[src/rtl/load_store_unit_if.sv]
// ---------------------------------------------------------------------------
// load_store_unit_if
// Bundles the request/response handshake between the execute stage and the
// load/store unit, plus the word-organised data memory bus.
//   req_*   : request from the core (valid/ready handshake)
//   resp_*  : single-cycle completion pulse back to the core
//   mem_*   : word-indexed memory port (read data returns one cycle later)
// Modports:
//   master : core/memory side (drives requests and mem_rdata)
//   slave  : the load/store unit itself
// ---------------------------------------------------------------------------
interface load_store_unit_if #(
   parameter int WIDTH = 32,
   parameter int DEPTH = 16
);
   logic             req_valid;
   logic             req_ready;
   logic             req_write;
   logic [2:0]       req_funct3;
   logic [WIDTH-1:0] req_addr;
   logic [WIDTH-1:0] req_wdata;
   logic             resp_valid;
   logic [WIDTH-1:0] resp_rdata;
   logic             resp_error;
   logic [DEPTH-3:0] mem_addr;
   logic             mem_rd;
   logic             mem_wr;
   logic [WIDTH-1:0] mem_wdata;
   logic [WIDTH-1:0] mem_rdata;

   modport master (
      output req_valid, req_write, req_funct3, req_addr, req_wdata, mem_rdata,
      input  req_ready, resp_valid, resp_rdata, resp_error,
             mem_addr, mem_rd, mem_wr, mem_wdata
   );

   modport slave (
      input  req_valid, req_write, req_funct3, req_addr, req_wdata, mem_rdata,
      output req_ready, resp_valid, resp_rdata, resp_error,
             mem_addr, mem_rd, mem_wr, mem_wdata
   );
endinterface

[src/rtl/load_store_unit.sv]
// ---------------------------------------------------------------------------
// load_store_unit
// Multi-cycle RISC-V load/store unit in front of a word-organised memory.
// One request at a time; sub-word stores are read-modify-write; loads are
// lane-extracted and sign/zero-extended; misaligned or illegal requests are
// answered with an error response and never touch memory.
// Ports:
//   clk  : clock, rising edge
//   rst  : asynchronous active-high reset
//   bus  : load_store_unit_if.slave (request, response and memory bus)
// ---------------------------------------------------------------------------
module load_store_unit #(
   parameter int WIDTH = 32,
   parameter int DEPTH = 16
) (
   input logic                clk,
   input logic                rst,
   load_store_unit_if.slave   bus
);

   typedef enum logic [2:0] {
      S_IDLE,
      S_RD,
      S_CAP,
      S_WR,
      S_RESP
   } state_t;

   localparam logic [2:0] F3_B  = 3'b000;
   localparam logic [2:0] F3_H  = 3'b001;
   localparam logic [2:0] F3_W  = 3'b010;
   localparam logic [2:0] F3_BU = 3'b100;
   localparam logic [2:0] F3_HU = 3'b101;

   state_t           state;
   state_t           state_nxt;

   logic             write_q;
   logic [2:0]       funct3_q;
   logic [DEPTH-1:0] addr_q;
   logic [WIDTH-1:0] wdata_q;
   logic             err_q;
   logic [WIDTH-1:0] rdata_q;
   logic [WIDTH-1:0] wdata_mem_q;

   logic             accept;
   logic             req_err;
   logic             unused_addr_bits;

   // Address bits above DEPTH are ignored so the memory wraps.
   assign unused_addr_bits = ^bus.req_addr[WIDTH-1:DEPTH];

   // Request legality: funct3 set depends on direction, then alignment.
   function automatic logic check_error(input logic wr, input logic [2:0] f3,
                                        input logic [1:0] lane);
      logic err;
      err = 1'b0;
      case (f3)
         F3_B:         err = 1'b0;
         F3_H:         err = lane[0];
         F3_W:         err = (lane != 2'b00);
         F3_BU, F3_HU: err = wr | ((f3 == F3_HU) & lane[0]);
         default:      err = 1'b1;
      endcase
      return err;
   endfunction

   // Pick the addressed byte/half out of the word and extend it.
   function automatic logic [WIDTH-1:0] extract_load(input logic [2:0] f3,
                                                     input logic [1:0] lane,
                                                     input logic [WIDTH-1:0] word);
      logic [7:0]       byte_v;
      logic [15:0]      half_v;
      logic [WIDTH-1:0] res;
      byte_v = 8'(word >> (8 * lane));
      half_v = lane[1] ? word[31:16] : word[15:0];
      case (f3)
         F3_B:    res = {{(WIDTH-8){byte_v[7]}}, byte_v};
         F3_BU:   res = {{(WIDTH-8){1'b0}}, byte_v};
         F3_H:    res = {{(WIDTH-16){half_v[15]}}, half_v};
         F3_HU:   res = {{(WIDTH-16){1'b0}}, half_v};
         default: res = word;
      endcase
      return res;
   endfunction

   // Overlay store data onto the old word for sub-word stores.
   function automatic logic [WIDTH-1:0] merge_store(input logic [2:0] f3,
                                                    input logic [1:0] lane,
                                                    input logic [WIDTH-1:0] old,
                                                    input logic [WIDTH-1:0] wd);
      logic [WIDTH-1:0] res;
      res = old;
      case (f3)
         F3_B: begin
            case (lane)
               2'd0:    res[7:0]   = wd[7:0];
               2'd1:    res[15:8]  = wd[7:0];
               2'd2:    res[23:16] = wd[7:0];
               default: res[31:24] = wd[7:0];
            endcase
         end
         F3_H: begin
            if (lane[1]) res[31:16] = wd[15:0];
            else         res[15:0]  = wd[15:0];
         end
         default: res = wd;
      endcase
      return res;
   endfunction

   assign accept  = bus.req_valid && bus.req_ready;
   assign req_err = check_error(bus.req_write, bus.req_funct3, bus.req_addr[1:0]);

   always_ff @(posedge clk or posedge rst) begin
      if (rst) state <= S_IDLE;
      else     state <= state_nxt;
   end

   always_comb begin
      state_nxt = state;
      case (state)
         S_IDLE: begin
            if (accept) begin
               if (req_err)
                  state_nxt = S_RESP;
               else if (bus.req_write && bus.req_funct3 == F3_W)
                  state_nxt = S_WR;
               else
                  state_nxt = S_RD;
            end
         end
         S_RD:    state_nxt = S_CAP;
         S_CAP:   state_nxt = write_q ? S_WR : S_RESP;
         S_WR:    state_nxt = S_RESP;
         S_RESP:  state_nxt = S_IDLE;
         default: state_nxt = S_IDLE;
      endcase
   end

   // Request latch on accept; CAP turns memory data into either the load
   // result or the merged store word.
   always_ff @(posedge clk or posedge rst) begin
      if (rst) begin
         write_q     <= 1'b0;
         funct3_q    <= 3'b000;
         addr_q      <= '0;
         wdata_q     <= '0;
         err_q       <= 1'b0;
         rdata_q     <= '0;
         wdata_mem_q <= '0;
      end else begin
         if (state == S_IDLE && accept) begin
            write_q  <= bus.req_write;
            funct3_q <= bus.req_funct3;
            addr_q   <= bus.req_addr[DEPTH-1:0];
            wdata_q  <= bus.req_wdata;
            err_q    <= req_err;
            // SW skips the read, so its write data is ready straight away.
            if (bus.req_write && !req_err && bus.req_funct3 == F3_W)
               wdata_mem_q <= bus.req_wdata;
         end
         if (state == S_CAP) begin
            if (write_q)
               wdata_mem_q <= merge_store(funct3_q, addr_q[1:0], bus.mem_rdata, wdata_q);
            else
               rdata_q <= extract_load(funct3_q, addr_q[1:0], bus.mem_rdata);
         end
      end
   end

   // Strobes are pure state decodes so an async reset drops them at once.
   assign bus.req_ready  = (state == S_IDLE) && !rst;
   assign bus.resp_valid = (state == S_RESP);
   assign bus.resp_error = (state == S_RESP) && err_q;
   assign bus.resp_rdata = rdata_q;
   assign bus.mem_rd     = (state == S_RD);
   assign bus.mem_wr     = (state == S_WR);
   assign bus.mem_wdata  = wdata_mem_q;
   assign bus.mem_addr   = (state == S_IDLE) ? '0 : addr_q[DEPTH-1:2];

endmodule
[src/flat_wrapper.sv]
// flat-port wrapper written by rule: the top's interface ports become plain ports
module load_store_unit_flat 
#(
   parameter int WIDTH = 32,
   parameter int DEPTH = 16
)
  (clk, rst, bus_req_valid, bus_req_write, bus_req_funct3, bus_req_addr, bus_req_wdata, bus_mem_rdata, bus_req_ready, bus_resp_valid, bus_resp_rdata, bus_resp_error, bus_mem_addr, bus_mem_rd, bus_mem_wr, bus_mem_wdata);
  load_store_unit_if #(.WIDTH(WIDTH), .DEPTH(DEPTH)) bus_i ();
  input logic clk;
  input logic rst;
  input wire logic [$bits(bus_i.req_valid)-1:0] bus_req_valid;
  input wire logic [$bits(bus_i.req_write)-1:0] bus_req_write;
  input wire logic [$bits(bus_i.req_funct3)-1:0] bus_req_funct3;
  input wire logic [$bits(bus_i.req_addr)-1:0] bus_req_addr;
  input wire logic [$bits(bus_i.req_wdata)-1:0] bus_req_wdata;
  input wire logic [$bits(bus_i.mem_rdata)-1:0] bus_mem_rdata;
  output wire logic [$bits(bus_i.req_ready)-1:0] bus_req_ready;
  output wire logic [$bits(bus_i.resp_valid)-1:0] bus_resp_valid;
  output wire logic [$bits(bus_i.resp_rdata)-1:0] bus_resp_rdata;
  output wire logic [$bits(bus_i.resp_error)-1:0] bus_resp_error;
  output wire logic [$bits(bus_i.mem_addr)-1:0] bus_mem_addr;
  output wire logic [$bits(bus_i.mem_rd)-1:0] bus_mem_rd;
  output wire logic [$bits(bus_i.mem_wr)-1:0] bus_mem_wr;
  output wire logic [$bits(bus_i.mem_wdata)-1:0] bus_mem_wdata;
  assign bus_i.req_valid = bus_req_valid;
  assign bus_i.req_write = bus_req_write;
  assign bus_i.req_funct3 = bus_req_funct3;
  assign bus_i.req_addr = bus_req_addr;
  assign bus_i.req_wdata = bus_req_wdata;
  assign bus_i.mem_rdata = bus_mem_rdata;
  assign bus_req_ready = bus_i.req_ready;
  assign bus_resp_valid = bus_i.resp_valid;
  assign bus_resp_rdata = bus_i.resp_rdata;
  assign bus_resp_error = bus_i.resp_error;
  assign bus_mem_addr = bus_i.mem_addr;
  assign bus_mem_rd = bus_i.mem_rd;
  assign bus_mem_wr = bus_i.mem_wr;
  assign bus_mem_wdata = bus_i.mem_wdata;
  load_store_unit #(.WIDTH(WIDTH), .DEPTH(DEPTH)) u_core (.clk(clk), .rst(rst), .bus(bus_i));
endmodule
[config.mk]
export PLATFORM = sky130hd
export DESIGN_NAME = load_store_unit_flat
export DESIGN_NICKNAME = d
export VERILOG_FILES = /design/src/rtl/load_store_unit_if.sv /design/src/rtl/load_store_unit.sv /design/src/flat_wrapper.sv
export SDC_FILE = /design/constraint.sdc
export NUM_CORES = 1
export LEC_CHECK = 0
export ABC_AREA = 1
export BUFFER_PORTS_ARGS = -buffer_cell sky130_fd_sc_hd__buf_4
export CORE_ASPECT_RATIO = 1.75
export CORE_UTILIZATION = 51
export CTS_CLUSTER_DIAMETER = 120
export DETAILED_ROUTE_END_ITERATION = 8
export HOLD_SLACK_MARGIN = 0.08
export PLACE_DENSITY = 0.88
export SLEW_MARGIN = 0
export SYNTH_ARGS = -nofsm -noshare
export SYNTH_HDL_FRONTEND = slang
export SYNTH_SLANG_ARGS = --single-unit
[constraint.sdc]
create_clock -name clk -period 4.1 [get_ports clk]
set_input_delay 0 -clock clk [delete_from_list [all_inputs] [get_ports clk]]
set_output_delay 0 -clock clk [all_outputs]
set_load 0.01 [all_outputs]
==> flow_metrics.tcl <==
set metrics [dict create \
    outcome "finished clean" \
    yosysSeqAreaShare_pct 42.06 \
    async_flop_share_pct 100.0 \
    ys_types 27 \
    totalPowerFinal_uw 7007 \
    finalCritPeriodShare_pct 66.12 \
    crit_top_cell "nand2_1" \
    clock-sinks 120 \
    ys_ff_latch 120 \
    io_buffers 169 \
    place_ws_ns 1.521 \
    synth-simple-area-share_pct 31.37 \
    postCtsSetupRepairBufs 0 \
    clock_latency_ns 0.42 \
    synth-compound-area-share_pct 15.25 \
    placementRows 56 \
    ir_worst_vdd_uv 410.9 \
    min_from "bus_mem_rdata[15]" \
    synth_common_cells "nand2_1, dfrtp_1, inv_1" \
    die_h_um 158.5 \
    critPathSlowestCell "nand2_1" \
    syn-instance-count 1037 \
    synth_mux_area_share_pct 0 \
    crit_path_max_incr_delay_ns 0.91 \
    required_ns 4.42 \
    grt-ovfl-total 0 \
    postCtsResizedCells 0 \
    drive_gt1_share_pct 19.76 \
    slew_headroom_pct 15.28 \
    tns_ns 0 \
    maxCapViolCount 0 \
    synth-edff-count 0 \
    startpoint "u_core.state[0]" \
    syn_to_final_growth_pct 38.54 \
    grt_pass1_vias 7995 \
    crit_buf_inv 1 \
    antenna_left 0 \
    multiInputGateArea_um2 3336 \
    grt_max_degree 74 \
    wl_per_cell_um 17.61 \
    remaining_drc_errors 0 \
    end_kind "flip-flop" \
    ctsHoldBuffers 91 \
    dp_hpwl_mm 15.98 \
    core_um2 13520 \
    yosysMostFrequentCell "nand2_1" \
    path_cells "nor2_1, nand3_1, nor2_4, nand2_1, nand2_1, nand3_1, nand2_1, inv_1" \
    grt_usage_pct 36.01 \
    critPathKind "reg -> reg" \
    hold_viol 0 \
    fin_cells 1449 \
    drt_first_iter_violations 824 \
    antenna_found_initial 0 \
    start_kind "flip-flop" \
    ys.flop_type "dfrtp_1" \
    clkTransAtPathRegs_ns 0.06 \
    cts_buffer_depth 2 \
    synth_top_family_by_area "simple AND/OR/NAND/NOR gates" \
    place_congestion 0.9679 \
    n_fill_cell 991 \
    timing.fmax_mhz 368.9 \
    fin_util_pct 73.14 \
    synth_nets 1140 \
    power_density_nw_per_um2 708.5 \
    synthXorXnorAreaFrac_pct 0 \
    setup_violations 0 \
    yosysWarnings 0 \
    critPathTopFamily "simple AND/OR/NAND/NOR gates" \
    dieArea_um2 14490 \
    seq_area_um2 3004 \
    synth-adder-area-share_pct 0 \
    drtPass1Iterations 9 \
    min_period_ns 2.711 \
    vias 8155 \
    rsz0062_at_grt "false" \
    via_per_inst 5.628 \
    cp_max_fo 32 \
    finClkSkew_ns 0.01013 \
    yosysTopAreaCell "dfrtp_1" \
    synth_top_area_share_pct 42.06 \
    syn_area_per_cell_um2 6.885 \
    worst_slew_pin_slew_ns 1.268 \
    io_pins 186 \
    initial_utilization_pct 52.79 \
    leakage_uw 0.005193 \
    grt_pass1_wl_mm 39.89 \
    setup_slack_ns 1.389 \
    totalWireLength_mm 25.51 \
    final_nets 1365 \
    regToRegStartpoint "u_core.state[0]" \
    num_antenna_cells 0 \
    die_w_um 91.44 \
    htree_num_levels 4 \
    clockRootBuffer "clkbuf_16" \
    dp_cells 1326 \
    hp-class "in -> reg" \
    synthTopCellsByArea "dfrtp_1, nand2_1, nand3_1" \
    syn-cell-area_um2 7139 \
    cts_tree "built" \
    cts_made_buffers 17 \
    drv_slew 0 \
    arrival_ns 3.03 \
]
[where the power goes]
group / switching (uW) / internal, uW / total (uW) / leakage, uW
clock network: 601 / 844 / 1440 / 0.000267
registers: 349 / 1740 / 2090 / 0.00148
logic: 2130 / 1340 / 3480 / 0.00344
total: 3080 / 3930 / 7010 / 0.00519
[cells by family (layout without fill, tap and decap cells)]
kind of cell,Yosys count,in the layout
buf+inv,198,436
flops,120,120
simple gates,520,520
compound gates,199,199
[area by class of cell]
type | count | share of cell area, %
Clock inverter | 15 | 1.455
Inverter | 133 | 5.073
Timing Repair Buffer | 271 | 22.87
Tap cell | 174 | 2.201
Sequential cell | 120 | 30.37
Multi-Input combinational cell | 719 | 33.73
Clock buffer | 17 | 4.301
[tightest hold or removal path, stage by stage]
cell and delay (ns):
buf_4 0.08, inv_1 0.10, a21oi_1 0.17, nand2_1 0.06, nand2_1 0.05
[metal layers]
layer / wire length, um / GRT usage [%]
met1: 8590 / 38.95
met5: 0 / 0
met2: 13020 / 63.55
met3: 1954 / 5.444
met4: 1948 / 26.53
[cell usage in the layout (no fill, tap or decap), drive strengths merged]
master         n
nand4          1
nand3        115
a22oi          1
clkinvlp       4
o211ai        32
dfrtp        120
clkinv         6
dlygate4sd3   91
o21ai         84
a31oi          1
clkbuf        17
buf          180
a21oi         74
o22ai          7
inv          137
nor2          33
nor3           3
nand2        334
and3           1
nand3b        17
or2           16
bufinv         1
[registers in the layout (all words and copies together), names as in the netlist]
register	flops
u_core.bus.mem_wdata	32
u_core.state	3
u_core.err_q	1
u_core.wdata_q	32
u_core.write_q	1
u_core.bus.resp_rdata	32
u_core.addr_q	16
u_core.funct3_q	3
[stage by stage]
| step | instance area, um^2 | hold slack, ns |
|---|---|---|
| after global routing | 9891 | 0.1578 |
| after CTS | 9891 | 0.08061 |
| after floorplan | 7139 | 0.1166 |
| after global placement | 8411 | 0.2044 |
| after detailed placement | 8411 | 0.2101 |
| final | 9891 | 0.09468 |
[path summary, 6_finish.rpt]
| check | endpoint | slack [ns] | depth (start not counted) |
|---|---|---|---|
| worst min register to register | u_core.wdata_q[31] | 0.47 | 2 |
| max in group asynchronous | u_core.addr_q[1] | 2.27 | 5 |
| min in group asynchronous | u_core.bus.mem_wdata[24] | 0.35 | 4 |
| worst max register to register | u_core.bus.mem_wdata[31] | 1.39 | 8 |
| worst max-delay path | u_core.bus.mem_wdata[31] | 1.39 | 8 |
| worst min-delay path | u_core.bus.resp_rdata[15] | 0.09 | 5 |
(Power assumes the default switching activity.)
